<file path="src/rtl/mem_port_arbiter_if.sv">
// Bundle of the IF/DM requester handshakes and the shared memory port.
// The arbiter connects through the slave modport; requesters and memory use master.
interface mem_port_arbiter_if #(
  parameter int unsigned AW = 32,
  parameter int unsigned DW = 32
);
  // Fetch requester
  logic          if_req;
  logic [AW-1:0] if_addr;
  logic          if_gnt;
  logic          if_rvalid;
  logic [DW-1:0] if_rdata;
  logic          if_stall;

  // Load/store requester
  logic          dm_req;
  logic          dm_we;
  logic [AW-1:0] dm_addr;
  logic [DW-1:0] dm_wdata;
  logic          dm_gnt;
  logic          dm_rvalid;
  logic [DW-1:0] dm_rdata;
  logic          dm_stall;

  // Shared memory port
  logic          mem_en;
  logic          mem_we;
  logic [AW-1:0] mem_addr;
  logic [DW-1:0] mem_wdata;
  logic [DW-1:0] mem_rdata;

  modport slave (
    input  if_req, if_addr, dm_req, dm_we, dm_addr, dm_wdata, mem_rdata,
    output if_gnt, if_rvalid, if_rdata, if_stall,
    output dm_gnt, dm_rvalid, dm_rdata, dm_stall,
    output mem_en, mem_we, mem_addr, mem_wdata
  );

  modport master (
    output if_req, if_addr, dm_req, dm_we, dm_addr, dm_wdata, mem_rdata,
    input  if_gnt, if_rvalid, if_rdata, if_stall,
    input  dm_gnt, dm_rvalid, dm_rdata, dm_stall,
    input  mem_en, mem_we, mem_addr, mem_wdata
  );
endinterface

</file>
<file path="src/rtl/mem_port_arbiter.sv">
// Single data-memory port shared between fetch (IF) and load/store (DM).
// DM has priority; after STARVE_LIMIT consecutive lost ties IF wins the next tie.
// Each access occupies the port for MEM_LAT+1 cycles (issue + MEM_LAT wait),
// with the completion cycle able to issue the next access back-to-back.
module mem_port_arbiter #(
  parameter int unsigned AW           = 32,
  parameter int unsigned DW           = 32,
  parameter int unsigned MEM_LAT      = 2,
  parameter int unsigned STARVE_LIMIT = 2
) (
  input  logic              clk,
  input  logic              rst_n,
  mem_port_arbiter_if.slave bus
);

  typedef enum logic [0:0] {ST_IDLE = 1'b0, ST_BUSY = 1'b1} state_e;
  typedef enum logic [0:0] {OWN_IF = 1'b0, OWN_DM = 1'b1} owner_e;

  localparam logic [3:0] LAT_INIT   = 4'(MEM_LAT);
  localparam logic [3:0] STARVE_MAX = 4'(STARVE_LIMIT);

  state_e        state_q, state_d;
  owner_e        owner_q, owner_d;
  logic          store_q, store_d;
  logic [3:0]    lat_cnt_q, lat_cnt_d;
  logic [3:0]    starve_cnt_q, starve_cnt_d;
  logic          if_rvalid_q, if_rvalid_d;
  logic          dm_rvalid_q, dm_rvalid_d;
  logic [DW-1:0] if_rdata_q, if_rdata_d;
  logic [DW-1:0] dm_rdata_q, dm_rdata_d;

  logic          if_gnt_s, dm_gnt_s;
  logic          mem_en_s, mem_we_s;
  logic [AW-1:0] mem_addr_s;
  logic [DW-1:0] mem_wdata_s;

  // State register, latency/starvation counters and registered read returns.
  always_ff @(posedge clk or negedge rst_n) begin
    if (!rst_n) begin
      state_q      <= ST_IDLE;
      owner_q      <= OWN_IF;
      store_q      <= 1'b0;
      lat_cnt_q    <= 4'd0;
      starve_cnt_q <= 4'd0;
      if_rvalid_q  <= 1'b0;
      dm_rvalid_q  <= 1'b0;
      if_rdata_q   <= {DW{1'b0}};
      dm_rdata_q   <= {DW{1'b0}};
    end else begin
      state_q      <= state_d;
      owner_q      <= owner_d;
      store_q      <= store_d;
      lat_cnt_q    <= lat_cnt_d;
      starve_cnt_q <= starve_cnt_d;
      if_rvalid_q  <= if_rvalid_d;
      dm_rvalid_q  <= dm_rvalid_d;
      if_rdata_q   <= if_rdata_d;
      dm_rdata_q   <= dm_rdata_d;
    end
  end

  // Arbitration and issue in IDLE, latency countdown and completion in BUSY.
  always_comb begin
    state_d      = state_q;
    owner_d      = owner_q;
    store_d      = store_q;
    lat_cnt_d    = lat_cnt_q;
    starve_cnt_d = starve_cnt_q;
    if_rvalid_d  = 1'b0;
    dm_rvalid_d  = 1'b0;
    if_rdata_d   = if_rdata_q;
    dm_rdata_d   = dm_rdata_q;
    if_gnt_s     = 1'b0;
    dm_gnt_s     = 1'b0;
    mem_en_s     = 1'b0;
    mem_we_s     = 1'b0;
    mem_addr_s   = {AW{1'b0}};
    mem_wdata_s  = {DW{1'b0}};

    case (state_q)
      ST_IDLE: begin
        // DM wins unless it is a tie and fetch has already lost STARVE_LIMIT ties.
        if (bus.dm_req && (!bus.if_req || (starve_cnt_q != STARVE_MAX))) begin
          dm_gnt_s    = 1'b1;
          mem_en_s    = 1'b1;
          mem_we_s    = bus.dm_we;
          mem_addr_s  = bus.dm_addr;
          mem_wdata_s = bus.dm_wdata;
          state_d     = ST_BUSY;
          owner_d     = OWN_DM;
          store_d     = bus.dm_we;
          lat_cnt_d   = LAT_INIT;
          if (bus.if_req && (starve_cnt_q != STARVE_MAX)) begin
            starve_cnt_d = starve_cnt_q + 4'd1;
          end else begin
            starve_cnt_d = starve_cnt_q;
          end
        end else if (bus.if_req) begin
          if_gnt_s     = 1'b1;
          mem_en_s     = 1'b1;
          mem_addr_s   = bus.if_addr;
          state_d      = ST_BUSY;
          owner_d      = OWN_IF;
          store_d      = 1'b0;
          lat_cnt_d    = LAT_INIT;
          starve_cnt_d = 4'd0;
        end else begin
          state_d = ST_IDLE;
        end
      end
      ST_BUSY: begin
        lat_cnt_d = lat_cnt_q - 4'd1;
        // Last wait cycle: capture memory data and hand the port back.
        if (lat_cnt_q == 4'd1) begin
          state_d = ST_IDLE;
          if (owner_q == OWN_DM) begin
            dm_rvalid_d = 1'b1;
            dm_rdata_d  = store_q ? {DW{1'b0}} : bus.mem_rdata;
          end else begin
            if_rvalid_d = 1'b1;
            if_rdata_d  = bus.mem_rdata;
          end
        end else begin
          state_d = ST_BUSY;
        end
      end
      default: begin
        state_d = ST_IDLE;
      end
    endcase
  end

  // Grants and memory strobes are forced inactive while reset is asserted.
  assign bus.if_gnt    = if_gnt_s & rst_n;
  assign bus.dm_gnt    = dm_gnt_s & rst_n;
  assign bus.mem_en    = mem_en_s & rst_n;
  assign bus.mem_we    = mem_we_s & rst_n;
  assign bus.mem_addr  = mem_addr_s;
  assign bus.mem_wdata = mem_wdata_s;

  assign bus.if_rvalid = if_rvalid_q;
  assign bus.dm_rvalid = dm_rvalid_q;
  assign bus.if_rdata  = if_rdata_q;
  assign bus.dm_rdata  = dm_rdata_q;

  // A requester stalls while waiting for a grant or while its own access is in flight.
  assign bus.if_stall = (bus.if_req & ~bus.if_gnt) |
                        ((state_q == ST_BUSY) & (owner_q == OWN_IF));
  assign bus.dm_stall = (bus.dm_req & ~bus.dm_gnt) |
                        ((state_q == ST_BUSY) & (owner_q == OWN_DM));

endmodule

</file>
<file path="src/flat_wrapper.sv">
// flat-port wrapper written by rule: the top's interface ports become plain ports
module mem_port_arbiter_flat 
#(
  parameter int unsigned AW           = 32,
  parameter int unsigned DW           = 32,
  parameter int unsigned MEM_LAT      = 2,
  parameter int unsigned STARVE_LIMIT = 2
)
  (clk, rst_n, bus_if_req, bus_if_addr, bus_dm_req, bus_dm_we, bus_dm_addr, bus_dm_wdata, bus_mem_rdata, bus_if_gnt, bus_if_rvalid, bus_if_rdata, bus_if_stall, bus_dm_gnt, bus_dm_rvalid, bus_dm_rdata, bus_dm_stall, bus_mem_en, bus_mem_we, bus_mem_addr, bus_mem_wdata);
  mem_port_arbiter_if #(.AW(AW), .DW(DW)) bus_i ();
  input  logic clk;
  input  logic rst_n;
  input wire logic [$bits(bus_i.if_req)-1:0] bus_if_req;
  input wire logic [$bits(bus_i.if_addr)-1:0] bus_if_addr;
  input wire logic [$bits(bus_i.dm_req)-1:0] bus_dm_req;
  input wire logic [$bits(bus_i.dm_we)-1:0] bus_dm_we;
  input wire logic [$bits(bus_i.dm_addr)-1:0] bus_dm_addr;
  input wire logic [$bits(bus_i.dm_wdata)-1:0] bus_dm_wdata;
  input wire logic [$bits(bus_i.mem_rdata)-1:0] bus_mem_rdata;
  output wire logic [$bits(bus_i.if_gnt)-1:0] bus_if_gnt;
  output wire logic [$bits(bus_i.if_rvalid)-1:0] bus_if_rvalid;
  output wire logic [$bits(bus_i.if_rdata)-1:0] bus_if_rdata;
  output wire logic [$bits(bus_i.if_stall)-1:0] bus_if_stall;
  output wire logic [$bits(bus_i.dm_gnt)-1:0] bus_dm_gnt;
  output wire logic [$bits(bus_i.dm_rvalid)-1:0] bus_dm_rvalid;
  output wire logic [$bits(bus_i.dm_rdata)-1:0] bus_dm_rdata;
  output wire logic [$bits(bus_i.dm_stall)-1:0] bus_dm_stall;
  output wire logic [$bits(bus_i.mem_en)-1:0] bus_mem_en;
  output wire logic [$bits(bus_i.mem_we)-1:0] bus_mem_we;
  output wire logic [$bits(bus_i.mem_addr)-1:0] bus_mem_addr;
  output wire logic [$bits(bus_i.mem_wdata)-1:0] bus_mem_wdata;
  assign bus_i.if_req = bus_if_req;
  assign bus_i.if_addr = bus_if_addr;
  assign bus_i.dm_req = bus_dm_req;
  assign bus_i.dm_we = bus_dm_we;
  assign bus_i.dm_addr = bus_dm_addr;
  assign bus_i.dm_wdata = bus_dm_wdata;
  assign bus_i.mem_rdata = bus_mem_rdata;
  assign bus_if_gnt = bus_i.if_gnt;
  assign bus_if_rvalid = bus_i.if_rvalid;
  assign bus_if_rdata = bus_i.if_rdata;
  assign bus_if_stall = bus_i.if_stall;
  assign bus_dm_gnt = bus_i.dm_gnt;
  assign bus_dm_rvalid = bus_i.dm_rvalid;
  assign bus_dm_rdata = bus_i.dm_rdata;
  assign bus_dm_stall = bus_i.dm_stall;
  assign bus_mem_en = bus_i.mem_en;
  assign bus_mem_we = bus_i.mem_we;
  assign bus_mem_addr = bus_i.mem_addr;
  assign bus_mem_wdata = bus_i.mem_wdata;
  mem_port_arbiter #(.AW(AW), .DW(DW), .MEM_LAT(MEM_LAT), .STARVE_LIMIT(STARVE_LIMIT)) u_core (.clk(clk), .rst_n(rst_n), .bus(bus_i));
endmodule
</file>
<file path="config.mk">
export PLATFORM = sky130hd
export DESIGN_NAME = mem_port_arbiter_flat
export DESIGN_NICKNAME = d
export VERILOG_FILES = /design/src/rtl/mem_port_arbiter_if.sv /design/src/rtl/mem_port_arbiter.sv /design/src/flat_wrapper.sv
export SDC_FILE = /design/constraint.sdc
export NUM_CORES = 1
export LEC_CHECK = 0
export ABC_AREA = 1
export BUFFER_PORTS_ARGS = -buffer_cell sky130_fd_sc_hd__buf_2
export CORE_AREA = 2 2 103 105
export DETAILED_ROUTE_END_ITERATION = 8
export DIE_AREA = 0 0 105 107
export PLACE_DENSITY = 0.75
export REMOVE_ABC_BUFFERS = 1
export SETUP_SLACK_MARGIN = 0.2
export SYNTH_ARGS = -nofsm -noshare
export SYNTH_HDL_FRONTEND = slang
export SYNTH_SLANG_ARGS = --single-unit
</file>
<file path="constraint.sdc">
create_clock -name clk -period 2.2 [get_ports clk]
set_clock_uncertainty 0.05 [all_clocks]
set_input_delay 0.11 -clock clk [delete_from_list [all_inputs] [get_ports clk]]
set_output_delay 0.11 -clock clk [all_outputs]
set_load 0.02 [all_outputs]
</file>
== After elaboration in Yosys (flattened, before gate mapping) ==
Index checks and enable logic that the tools add are counted.

* Bits in registers: 77
* Bits of input ports: 133
* Output and inout bits: 136
* Word-level logic and storage cells: 70

* Add/subtract/negate cells: 2
* Equal/unequal tests: 4
* Muxes and demuxes: 32
* Bitwise operators: 14
* Reductions and logical operators: 9

{| class="wikitable"
|+ Operators by type and width
! cell !! count
|-
| 2-to-1 mux 32 bit || 6
|-
| 2-to-1 mux 4 bit || 5
|-
| 2-to-1 mux 1 bit || 19
|-
| AND reduction 3 bit || 3
|-
| AND 1 bit || 8
|-
| case mux 4 bit (2 select lines) || 1
|-
| adder 4 x 1 -> 4 bit (second input constant) || 1
|-
| equality test 4 x 1 -> 1 bit (second input constant) || 1
|-
| != test 4 x 2 -> 1 bit (second input constant) || 1
|-
| inverter 1 bit || 4
|-
| subtractor 4 x 1 -> 4 bit (second input constant) || 1
|-
| != test 3 x 2 -> 1 bit (second input constant) || 1
|-
| logical AND 1 bit || 2
|-
| != test 2 bit (second input constant) || 1
|-
| OR 1 bit || 2
|-
| case mux 1 bit (2 select lines) || 1
|-
| AND reduction 2 bit || 1
|-
| nonzero test 2 bit || 1
|-
| zero test 1 bit || 1
|-
| logical OR 1 bit || 1
|}

== Longest topological paths before layout ==
Gate-level depths: netlist of run 1.

* Word-level depth: 9
* Mapped depth: 11
* Depth with buffers taken out: 10

== Worst setup path after synthesis of run 1 ==
No wires, ideal clock.

* Path kind: register to output
* Start point: register u_core.starve_cnt_q[0]
* End point: output bus_mem_wdata[22]
* Data arrival time: 1.552 ns
* Required time: 2.040 ns
* Slack: 0.488 ns
* Cell stages (with the launch flop): 11
* Path buffers: 1
* Cells stage by stage: dfrtp_1 > inv_1 > ha_1 > nand2_1 > inv_1 > nand2_1 > nand2_2 > nor2_2 > inv_1 > buf_2 > nor2_1

* Longest elaborated chain between the ends: 5

{| class="wikitable"
|+ Ends and longest elaborated chain
! element !! line !! text
|-
| from (decl) || mem_port_arbiter.sv:26 || <nowiki>logic [3:0] starve_cnt_q, starve_cnt_d;</nowiki>
|-
| from (signal assigned) || mem_port_arbiter.sv:54 || <nowiki>starve_cnt_q <= starve_cnt_d;</nowiki>
|-
| != test 4 x 2 -> 1 bit || mem_port_arbiter.sv:83 || <nowiki>if (bus.dm_req && (!bus.if_req || (starve_cnt_q != STARVE_MAX))) begin</nowiki>
|-
| logical OR 1 bit || mem_port_arbiter.sv:83 ||
|-
| logical AND 1 bit || mem_port_arbiter.sv:83 ||
|-
| 2-to-1 mux 32 bit || mem_port_arbiter.sv:83 ||
|-
| 2-to-1 mux 32 bit || mem_port_arbiter.sv:80 || <nowiki>case (state_q)</nowiki>
|-
| to (decl) || flat_wrapper.sv:31 || <nowiki>output wire logic [$bits(bus_i.mem_wdata)-1:0] bus_mem_wdata;</nowiki>
|}

Every way passes these cells.

== Final worst setup path of run 1 ==
* Start point: register u_core.starve_cnt_q[0]
* End point: output bus_mem_addr[7]

* Longest elaborated chain between the ends: 5

{| class="wikitable"
|+ Ends and longest elaborated chain
! element !! line !! text
|-
| != test 4 x 2 -> 1 bit || mem_port_arbiter.sv:83 ||
|-
| logical OR 1 bit || mem_port_arbiter.sv:83 ||
|-
| logical AND 1 bit || mem_port_arbiter.sv:83 ||
|-
| 2-to-1 mux 32 bit || mem_port_arbiter.sv:83 ||
|-
| 2-to-1 mux 32 bit || mem_port_arbiter.sv:80 ||
|-
| to (decl) || flat_wrapper.sv:30 || <nowiki>output wire logic [$bits(bus_i.mem_addr)-1:0] bus_mem_addr;</nowiki>
|}

Every way passes these cells.

==> flow_metrics.env, run 1 <==
export IMPL_run_status="completed"
export IMPL_yosysUniqueCellTypes=20
export IMPL_synth_top_flop_cell="dfrtp_1"
export IMPL_synth_edf_count=0
export IMPL_grt_pass1_vias=4542
export IMPL_final_common_cell="nand2_1"
export IMPL_final_nets=981
export IMPL_yosysTopAreaCell="dfrtp_1"
export IMPL_async_flop_share_pct=100
export IMPL_power_leakage_nw=3.75
export IMPL_dpl_cell_area_sq_um=5290
export IMPL_yosysWarnings=0
export IMPL_combPwrFrac_pct=54.3
export IMPL_crit_path_end_kind="primary output"
export IMPL_timing_rr_start="u_core.lat_cnt_q[1]"
export IMPL_fin_setup_tns_ns=0
export IMPL_wire_per_inst_microns=16.1
export IMPL_clockPowerShare_pct=13.9
export IMPL_initial_utilization_pct=38.0
export IMPL_overflow=0
export IMPL_clk_latency_ns=0.35
export IMPL_path_common_cell="nand2_2"
export IMPL_wirelength_microns=15900
export IMPL_path_max_fanout=8
export IMPL_r2r_cells=8
export IMPL_first_pass_iters=5
export IMPL_rows=37
export IMPL_antenna_found_initial=2
export IMPL_cts_buffers=9
export IMPL_grt_max_degree=60
export IMPL_power_frac_seq_pct=31.8
export IMPL_drc=0
export IMPL_ios=269
export IMPL_synth_area_sq_um=3840
export IMPL_via_per_inst=4.83
export IMPL_syn_avg_cell_area_sq_um=7.20
export IMPL_multi_input_area_sq_um=1840
export IMPL_setup_worst_path_end="bus_mem_addr[7]"
export IMPL_place_congestion=0.868
export IMPL_rsz0062_at_grt="true"
export IMPL_fill_cells=844
export IMPL_ant_nets=0
export IMPL_r2r_end="u_core.bus.if_rdata[8]"
export IMPL_synth_top_cell_area_share_pct=50.2
export IMPL_die_w_microns=105
export IMPL_gr_usage_all_layers_pct=26.4
export IMPL_p_int_mw=4.16
export IMPL_ctsHtreeMaxLevel=3
export IMPL_dieArea_sq_um=11200
export IMPL_final_max_slew_viol_count=0
export IMPL_critical_path_class="register to primary output"
export IMPL_grt_first_pass_wirelength_microns=23200
export IMPL_drive_above_1_share_pct=44.4
export IMPL_slowest_stage="dfrtp_1"
export IMPL_max_freq_mhz=482
export IMPL_synth_seq_cells=77
export IMPL_final_area_sq_um=6620
export IMPL_syn2layout_area_growth_pct=72.4
export IMPL_cp_arrival_ns=1.92
export IMPL_root_buffer="clkbuf_8"
export IMPL_vias=4772
export IMPL_setup_worst_path_start_class="register"
export IMPL_period_minus_slack_ns=2.08
export IMPL_hold_path_class="input pin to register"
export IMPL_setup_viol=0
export IMPL_die_h_microns=107
export IMPL_path_cells="inv_2, ha_2, nand2_1, inv_1, nand2_2, nand2_4, nor2_4, buf_6, clkbuf_16, nand2_2, nand2_2, buf_6"
export IMPL_ir_worst_vdd_mv=0.597
export IMPL_clk_pin_slew_ns=0.08
export IMPL_critPathLaunch="u_core.starve_cnt_q[0]"
export IMPL_crit_required_ns=2.04
export IMPL_worst_pin_slew_ns=0.736
export IMPL_swShare_pct=46.5
export IMPL_cts_sinks=77
export IMPL_regArea_sq_um=1930
export IMPL_yosysSeqAreaShare_pct=50.2
export IMPL_layout_common_cells="215 x nand2_1, 212 x buf_2, 76 x dfrtp_1"
export IMPL_ys_top_cells_by_area="dfrtp_1 50%, nand2_1 24%, o21ai_0 5.0%"
export IMPL_period_share_pct=94.4
export IMPL_cts_path_max_buffers=2
export IMPL_maxSlewHeadroom_pct=50.9
export IMPL_hold_violations=0
export IMPL_finalPower_mw=7.79
export IMPL_pwr_density_cell_nw_per_um2=1180
export IMPL_io_buffers=268
export IMPL_switchingPower_mw=3.62
export IMPL_design_core_area_sq_um=10100
export IMPL_first_iter_violations=357
export IMPL_cts_tree="done"
export IMPL_cpPeakStageDelay_ns=0.36
export IMPL_max_cap_violations=0
export IMPL_netlist_instances=533
export IMPL_rrSetupSlack_ns=0.51
export IMPL_dp_hpwl_microns=11100
export IMPL_final_util_pct=65.6
-- cells in the mapped netlist, types with 2 or more instances --
master    count
nand2_1     247
dfrtp_1      77
inv_1        46
nor2_1       44
o21ai_0      38
nand3_1      37
buf_2         9
buf_4         9
clkbuf_1      9
ha_1          4
inv_2         3
nor2_2        2
-- final cells by class --
class / count / area share (%)
Sequential cell: 77 / 29.1
Clock inverter: 6 / 1.08
Antenna cell: 2 / 0.0756
Inverter: 49 / 2.93
Clock buffer: 10 / 1.93
Tap cell: 136 / 2.57
Multi-Input combinational cell: 380 / 27.9
Timing Repair Buffer: 327 / 34.4
-- cell families (layout without fill, tap and decap cells) --
group           count (synthesis)  after routing  synth area share [%]
other cells                     0              2                     0
simple gates                  334            334                  34.3
flops                          77             77                  50.2
buf+inv                        76            392                  8.60
compound gates                 42             42                  5.64
fa+ha+maj                       4              4                  1.30
-- layer usage --
metal  global-route usage, %  wire, microns  share of wire (%)  up-vias
met1                    32.4           5930                 37     2186
met5                       0              0                  0        -
met2                    44.2           7820                 49      295
li1                        -              -                  -     2255
met3                    7.72           1670                 10       36
met4                    9.71            505                3.2        0
-- worst max-delay path: cells and delay by family (launching register included) --
family / cells / cell delay (ns)
adders and majority gates: 1 / 0.16
buffers and inverters: 5 / 0.52
DFF: 1 / 0.36
and+or+nand+nor: 6 / 0.51
-- worst min path at each step --
stage / slack, ns / end / cells after the start / start
floorplan: -0.24 / u_core.bus.dm_rdata[0] / 0 / rst_n
global placement: -0.03 / u_core.bus.if_rdata[26] / 1 / rst_n
detailed placement: -0.04 / u_core.bus.if_rdata[26] / 1 / rst_n
CTS: 0.06 / u_core.lat_cnt_q[0] / 4 / bus_if_req
global route: 0.08 / u_core.lat_cnt_q[0] / 4 / bus_if_req
finish: 0.08 / u_core.lat_cnt_q[0] / 4 / bus_if_req
-- power by group through the flow --
stage,clock (mW),combinational (mW),sequential [mW]
3_3_place_gp,0,3.60,2.47
3_5_place_dp,0,3.63,2.49
6_report,1.08,4.23,2.48
5_1_grt,1.17,4.55,2.56
4_1_cts,1.10,3.95,2.46
2_1_floorplan,0,1.41,3.22
-- metrics by stage --
stage | cells | setup WS (ns) | hold slack, ns
final | 987 | 0.123 | 0.0781
after global routing | 985 | 0.0240 | 0.0821
after CTS | 980 | 0.152 | 0.0584
after detailed placement | 921 | 0.344 | -0.0366
after global placement | 921 | 0.385 | -0.0343
after floorplan | 506 | -0.423 | -0.236
-- registers in the layout, indices dropped and copies added, names as in the netlist --
| signal | count |
|---|---|
| u_core.bus.if_rvalid | 1 |
| u_core.state_q | 1 |
| u_core.owner_q | 1 |
| u_core.bus.if_rdata | 32 |
| u_core.bus.dm_rdata | 32 |
| u_core.bus.dm_rvalid | 1 |
| u_core.lat_cnt_q | 4 |
| u_core.starve_cnt_q | 4 |
| u_core.store_q | 1 |
-- repair_timing --
item / 4_1_cts / 5_1_grt
setup buffers: 7 / 1
cloned: 2 / 4
gates resized for setup: 94 / 110
hold buffers: 34 / 0
setup endpoints to repair: 64 / 67
pin swaps: 1 / 20
endpoints found under the hold margin: 83 / 0
Note: power is estimated with default switching activity, not from simulation.
==> run 2: changes to the inputs <==
--- a/config.mk
+++ b/config.mk
@@ -5,12 +5,11 @@
 export SDC_FILE = /design/constraint.sdc
 export NUM_CORES = 1
 export LEC_CHECK = 0
-export ABC_AREA = 1
 export BUFFER_PORTS_ARGS = -buffer_cell sky130_fd_sc_hd__buf_2
-export CORE_AREA = 2 2 103 105
+export CORE_AREA = 2 2 105 107
 export DETAILED_ROUTE_END_ITERATION = 8
-export DIE_AREA = 0 0 105 107
-export PLACE_DENSITY = 0.75
+export DIE_AREA = 0 0 107 109
+export PLACE_DENSITY = 0.74
 export REMOVE_ABC_BUFFERS = 1
 export SETUP_SLACK_MARGIN = 0.2
 export SYNTH_ARGS = -nofsm -noshare
==> flow_metrics.env, run 2 <==
export IMPL_layout_common_cells="199 x buf_2, 77 x dfrtp_1, 71 x buf_6"
export IMPL_max_freq_mhz=440
export IMPL_final_max_slew_viol_count=0
export IMPL_critical_path_class="register to primary output"
export IMPL_slowest_stage="dfrtp_1"
export IMPL_netlist_instances=318
export IMPL_path_max_fanout=8
export IMPL_drive_above_1_share_pct=65.2
export IMPL_vias=3875
export IMPL_grt_pass1_vias=3962
export IMPL_setup_viol=34
export IMPL_first_pass_iters=4
export IMPL_num_antenna_cells=0
export IMPL_period_share_pct=103
export IMPL_die_w_microns=107
export IMPL_design_core_area_sq_um=10600
export IMPL_worst_pin_slew_ns=0.474
export IMPL_clk_latency_ns=0.35
export IMPL_crit_path_end_kind="primary output"
export IMPL_syn2layout_area_growth_pct=74.2
export IMPL_setup_worst_path_start_class="register"
export IMPL_path_common_cell="buf_6"
export IMPL_dpl_worst_slack_ns=0.221
export IMPL_fin_setup_tns_ns=-1.60
export IMPL_use_met2_pct=42.8
export IMPL_die_h_microns=109
export IMPL_maxSlewHeadroom_pct=68.4
export IMPL_synth_edf_count=0
export IMPL_yosysSeqAreaShare_pct=48.6
export IMPL_cts_buffers=9
export IMPL_path_cells="inv_1, ha_2, or3b_4, a21oi_4, buf_6, clkbuf_16, a22o_1, buf_6"
export IMPL_grt_max_degree=40
export IMPL_hold_violations=0
export IMPL_rsz0062_at_grt="true"
export IMPL_ir_worst_vdd_mv=0.656
export IMPL_ant_nets=0
export IMPL_gr_usage_all_layers_pct=23.5
export IMPL_failed_checks="setup timing"
export IMPL_final_common_cell="buf_2"
export IMPL_via_per_inst=4.93
export IMPL_rows=38
export IMPL_hold_path_class="input pin to register"
export IMPL_dp_hpwl_microns=9120
export IMPL_yosysWarnings=0
export IMPL_final_nets=778
export IMPL_run_status="complete, but fails checks"
export IMPL_antenna_found_initial=0
export IMPL_wirelength_microns=14500
export IMPL_max_cap_violations=0
export IMPL_grt_met3_usage_pct=5.32
export IMPL_ios=269
export IMPL_dieArea_sq_um=11700
export IMPL_yosysUniqueCellTypes=32
export IMPL_ctsHtreeMaxLevel=3
export IMPL_period_minus_slack_ns=2.27
export IMPL_grt_util_met1_pct=26.5
export IMPL_async_flop_share_pct=100
export IMPL_cpPeakStageDelay_ns=0.40
export IMPL_place_congestion=0.919
export IMPL_cts_path_max_buffers=2
export IMPL_cp_arrival_ns=2.11
export IMPL_clk_pin_slew_ns=0.09
export IMPL_yosysTopAreaCell="dfrtp_1"
export IMPL_wire_per_inst_microns=18.4
export IMPL_cts_tree="done"
export IMPL_first_iter_violations=203
export IMPL_syn_avg_cell_area_sq_um=12.5
export IMPL_power_leakage_nw=3.50
export IMPL_whs_ns=0.0990
export IMPL_synth_most_common_cell="dfrtp_1"
export IMPL_grt_busiest_layer="met2"
export IMPL_io_buffers=268
export IMPL_grt_first_pass_wirelength_microns=20700
export IMPL_synth_top_flop_cell="dfrtp_1"
export IMPL_drc=0
export IMPL_synth_area_sq_um=3970
export IMPL_pwr_density_cell_nw_per_um2=1190
export IMPL_yosys_top_cells_count="77 x dfrtp_1, 35 x and2_1, 35 x mux2_2"
export IMPL_crit_required_ns=2.04
export IMPL_initial_utilization_pct=37.4
export IMPL_root_buffer="clkbuf_8"
export IMPL_overflow=0
export IMPL_synth_seq_cells=77
export IMPL_cts_sinks=77
export IMPL_timing_final_ws_setup_ns=-0.0731
export IMPL_ys_top_cells_by_area="dfrtp_1 49%, mux2_4 11%, mux2_2 9.9%"
export IMPL_synth_top_cell_area_share_pct=48.6
==> run 2: stage by stage <==
stage	power [mW]	utilization (%)	cell area [sq um]	cells
2_1_floorplan	5.02	-	3810	295
3_3_place_gp	6.31	51.4	5450	713
3_5_place_dp	6.46	51.4	5450	713
4_1_cts	8.09	63.3	6720	779
5_1_grt	8.68	65.2	6910	786
6_report	8.23	65.2	6910	786
==> run 2: final cells by class <==
cell class                      count  area (sq um)
Fill cell                         800          3690
Timing Repair Buffer              335          2640
Multi-Input combinational cell    210          1960
Sequential cell                    77          1930
Tap cell                          140           175
Clock buffer                        9           124
Clock inverter                      7          57.6
Inverter                            8          30.0
==> run 2: worst paths after layout <==
check                      cells after the start                   start                      end  slack (ns)
setup / recovery                               8  u_core.starve_cnt_q[0]          bus_mem_addr[7]       -0.07
hold / removal                                 3              bus_if_req   u_core.starve_cnt_q[2]         0.1
setup reg to reg                               6     u_core.lat_cnt_q[1]  u_core.bus.if_rdata[20]        0.38
hold reg to reg                                1     u_core.lat_cnt_q[3]      u_core.lat_cnt_q[3]        0.44
max in group asynchronous                      3                   rst_n   u_core.bus.dm_rdata[1]        1.15
min in group asynchronous                      2                   rst_n   u_core.bus.if_rdata[9]        0.17
==> run 2: timing repair <==
action | in CTS | in global routing
buffers inserted | 10 | 3
cloned | 6 | 4
endpoints found under the hold margin | 71 | 0
endpoints found under the setup margin | 68 | 68
hold buffers | 34 | 0
gates resized for setup | 169 | 19
pin swaps | 4 | 6
==> run 2: power breakdown <==
part / internal [mW] / leakage [nW] / switching [mW]
clock: 0.424 / 0.0881 / 0.556
sequential: 2.11 / 0.929 / 0.406
combinational: 2.33 / 2.48 / 2.40
==> run 2: critical path: cells and delay by family, from the launching register on <==
family,cells,cell delay [ns]
simple gates,1,0.40
compound gates,2,0.32
buf+inv,4,0.48
flops,1,0.40
fa+ha+maj,1,0.16
==> run 2: kinds of logic after synthesis <==
family	synth area share [%]
adder cells (fa/ha/maj)	1.26
AND/OR/NAND/NOR	14.0
flip-flops	48.6
buffers and inverters	4.70
AO/OA/AOI/OAI	10.5
multiplexers	20.9
==> run 2: per-layer routing <==
layer	part of all wire, %	vias to the layer above
met5	0	-
met4	2.8	0
met3	6.5	28
met2	53	195
met1	38	1898
li1	-	1754
==> run 3: changes to the inputs <==
--- a/config.mk
+++ b/config.mk
@@ -9,9 +9,10 @@
 export CORE_AREA = 2 2 105 107
 export DETAILED_ROUTE_END_ITERATION = 8
 export DIE_AREA = 0 0 107 109
-export PLACE_DENSITY = 0.74
+export PLACE_DENSITY = 0.86
 export REMOVE_ABC_BUFFERS = 1
 export SETUP_SLACK_MARGIN = 0.2
+export SLEW_MARGIN = 20
 export SYNTH_ARGS = -nofsm -noshare
 export SYNTH_HDL_FRONTEND = slang
 export SYNTH_SLANG_ARGS = --single-unit
==> flow_metrics.env, run 3 (synthesized netlist as in run 2, its figures left out) <==
export IMPL_run_status="complete, but fails checks"
export IMPL_failed_checks="setup timing"
export IMPL_cts_path_max_buffers=2
export IMPL_hold_violations=0
export IMPL_worst_path_buf_inv=4
export IMPL_ctsHtreeMaxLevel=3
export IMPL_cp_top_family="buffers and inverters"
export IMPL_initial_utilization_pct=37.4
export IMPL_crit_required_ns=2.04
export IMPL_fin_cells=795
export IMPL_critical_path_class="register to primary output"
export IMPL_pwr_density_cell_nw_per_um2=1190
export IMPL_final_common_cell="buf_2"
export IMPL_io_buffers=268
export IMPL_r2r_cells=6
export IMPL_min_path_cells=3
export IMPL_vias=3987
export IMPL_period_minus_slack_ns=2.32
export IMPL_clockPowerShare_pct=11.6
export IMPL_layout_common_cells="199 x buf_2, 77 x dfrtp_1, 73 x buf_6"
export IMPL_place_congestion=0.839
export IMPL_syn2layout_area_growth_pct=77.3
export IMPL_whs_ns=0.109
export IMPL_final_nets=784
export IMPL_dp_hpwl_microns=8870
export IMPL_clk_pin_slew_ns=0.08
export IMPL_cts_buffers=9
export IMPL_switchingPower_mw=3.41
export IMPL_rrSetupSlack_ns=0.30
export IMPL_first_pass_iters=4
export IMPL_ir_worst_vdd_mv=0.584
export IMPL_fill_cells=746
export IMPL_ios=269
export IMPL_rsz0062_at_grt="true"
export IMPL_design_core_area_sq_um=10600
export IMPL_slowest_stage="or3b_4"
export IMPL_antenna_found_initial=3
export IMPL_wirelength_microns=15400
export IMPL_maxSlewHeadroom_pct=71.8
export IMPL_worst_pin_slew_ns=0.422
export IMPL_overflow=0
export IMPL_finalPower_mw=8.39
export IMPL_cpPeakStageDelay_ns=0.40
export IMPL_via_per_inst=5.02
export IMPL_period_share_pct=106
export IMPL_root_buffer="clkbuf_8"
export IMPL_path_max_fanout=8
export IMPL_cts_tree="done"
export IMPL_drc=0
export IMPL_max_freq_mhz=430
export IMPL_power_leakage_nw=3.56
export IMPL_dpl_worst_slack_ns=0.148
export IMPL_grt_pass1_vias=4184
export IMPL_dp_cells=711
export IMPL_final_max_slew_viol_count=0
export IMPL_r2r_end="u_core.bus.if_rdata[22]"
export IMPL_combPwrFrac_pct=58.5
export IMPL_power_frac_seq_pct=29.9
export IMPL_setup_viol=56
export IMPL_first_iter_violations=184
export IMPL_ant_nets=0
export IMPL_hold_path_class="input pin to register"
export IMPL_fin_setup_tns_ns=-3.00
export IMPL_max_cap_violations=0
export IMPL_swShare_pct=40.6
export IMPL_dpl_cell_area_sq_um=5450
export IMPL_cp_arrival_ns=2.16
export IMPL_die_h_microns=109
export IMPL_path_cells="inv_1, ha_2, or3b_4, a21oi_4, buf_6, clkbuf_16, a22o_1, buf_4"
export IMPL_grt_first_pass_wirelength_microns=22100
export IMPL_wire_per_inst_microns=19.3
export IMPL_rows=38
export IMPL_hold_end="u_core.starve_cnt_q[0]"
export IMPL_setup_worst_path_start_class="register"
export IMPL_clk_latency_ns=0.36
export IMPL_timing_rr_start="u_core.lat_cnt_q[1]"
export IMPL_p_int_mw=4.98
export IMPL_dieArea_sq_um=11700
export IMPL_final_util_pct=66.3
export IMPL_timing_final_ws_setup_ns=-0.125
export IMPL_cts_sinks=77
export IMPL_grt_max_degree=35
export IMPL_crit_path_end_kind="primary output"
export IMPL_gr_usage_all_layers_pct=25.0
export IMPL_die_w_microns=107
export IMPL_final_area_sq_um=7030
export IMPL_drive_above_1_share_pct=65.5
export IMPL_hold_start="bus_if_req"
## run 3: power groups by stage
| stage | clock network, mW | logic (mW) | registers (mW) |
|---|---|---|---|
| after floorplan | 0 | 1.73 | 3.29 |
| after global placement | 0 | 3.82 | 2.46 |
| after detailed placement | 0 | 3.92 | 2.52 |
| after CTS | 1.01 | 4.71 | 2.49 |
| after global routing | 1.06 | 5.18 | 2.59 |
| final | 0.975 | 4.90 | 2.51 |
## run 3: tightest hold or removal path: stages
cell and delay [ns]:
buf_2 0.16, nand4_1 0.11, o21ai_0 0.08
## run 3: worst max path at each step
stage | startpoint | to | slack [ns] | cells past startpoint
after CTS | u_core.starve_cnt_q[0] | bus_mem_addr[17] | -0.07 | 8
final | u_core.starve_cnt_q[0] | bus_mem_addr[27] | -0.12 | 8
after floorplan | u_core.starve_cnt_q[0] | bus_mem_addr[0] | -0.94 | 4
after detailed placement | u_core.starve_cnt_q[0] | bus_mem_addr[14] | 0.15 | 7
after global routing | u_core.starve_cnt_q[0] | bus_mem_addr[27] | -0.19 | 8
after global placement | u_core.starve_cnt_q[0] | bus_mem_addr[14] | 0.21 | 7
## run 3: repair_timing
item,CTS,global route
hold buffers,34,0
gates resized for setup,174,15
gates cloned,9,4
setup endpoints to repair,69,81
buffers inserted,11,7
hold endpoints to repair,110,0
pin swaps,6,21
## run 3: cell type report
cell class	instances	area [sq um]	share of cell area, %
Timing Repair Buffer	341	2750	39.1
Multi-Input combinational cell	210	1970	28.0
Sequential cell	77	1930	27.4
Tap cell	140	175	2.49
Clock buffer	11	141	2.01
Clock inverter	5	35.0	0.498
Inverter	8	30.0	0.427
Antenna cell	3	7.51	0.107
## run 3: layer usage
| metal | track usage [%] | vias up | share of wire (%) |
|---|---|---|---|
| met4 | 11.9 | 0 | 3.4 |
| met5 | 0 | - | 0 |
| met1 | 26.7 | 1978 | 38 |
| met3 | 4.54 | 39 | 5.7 |
| li1 | - | 1782 | - |
| met2 | 47.6 | 188 | 53 |
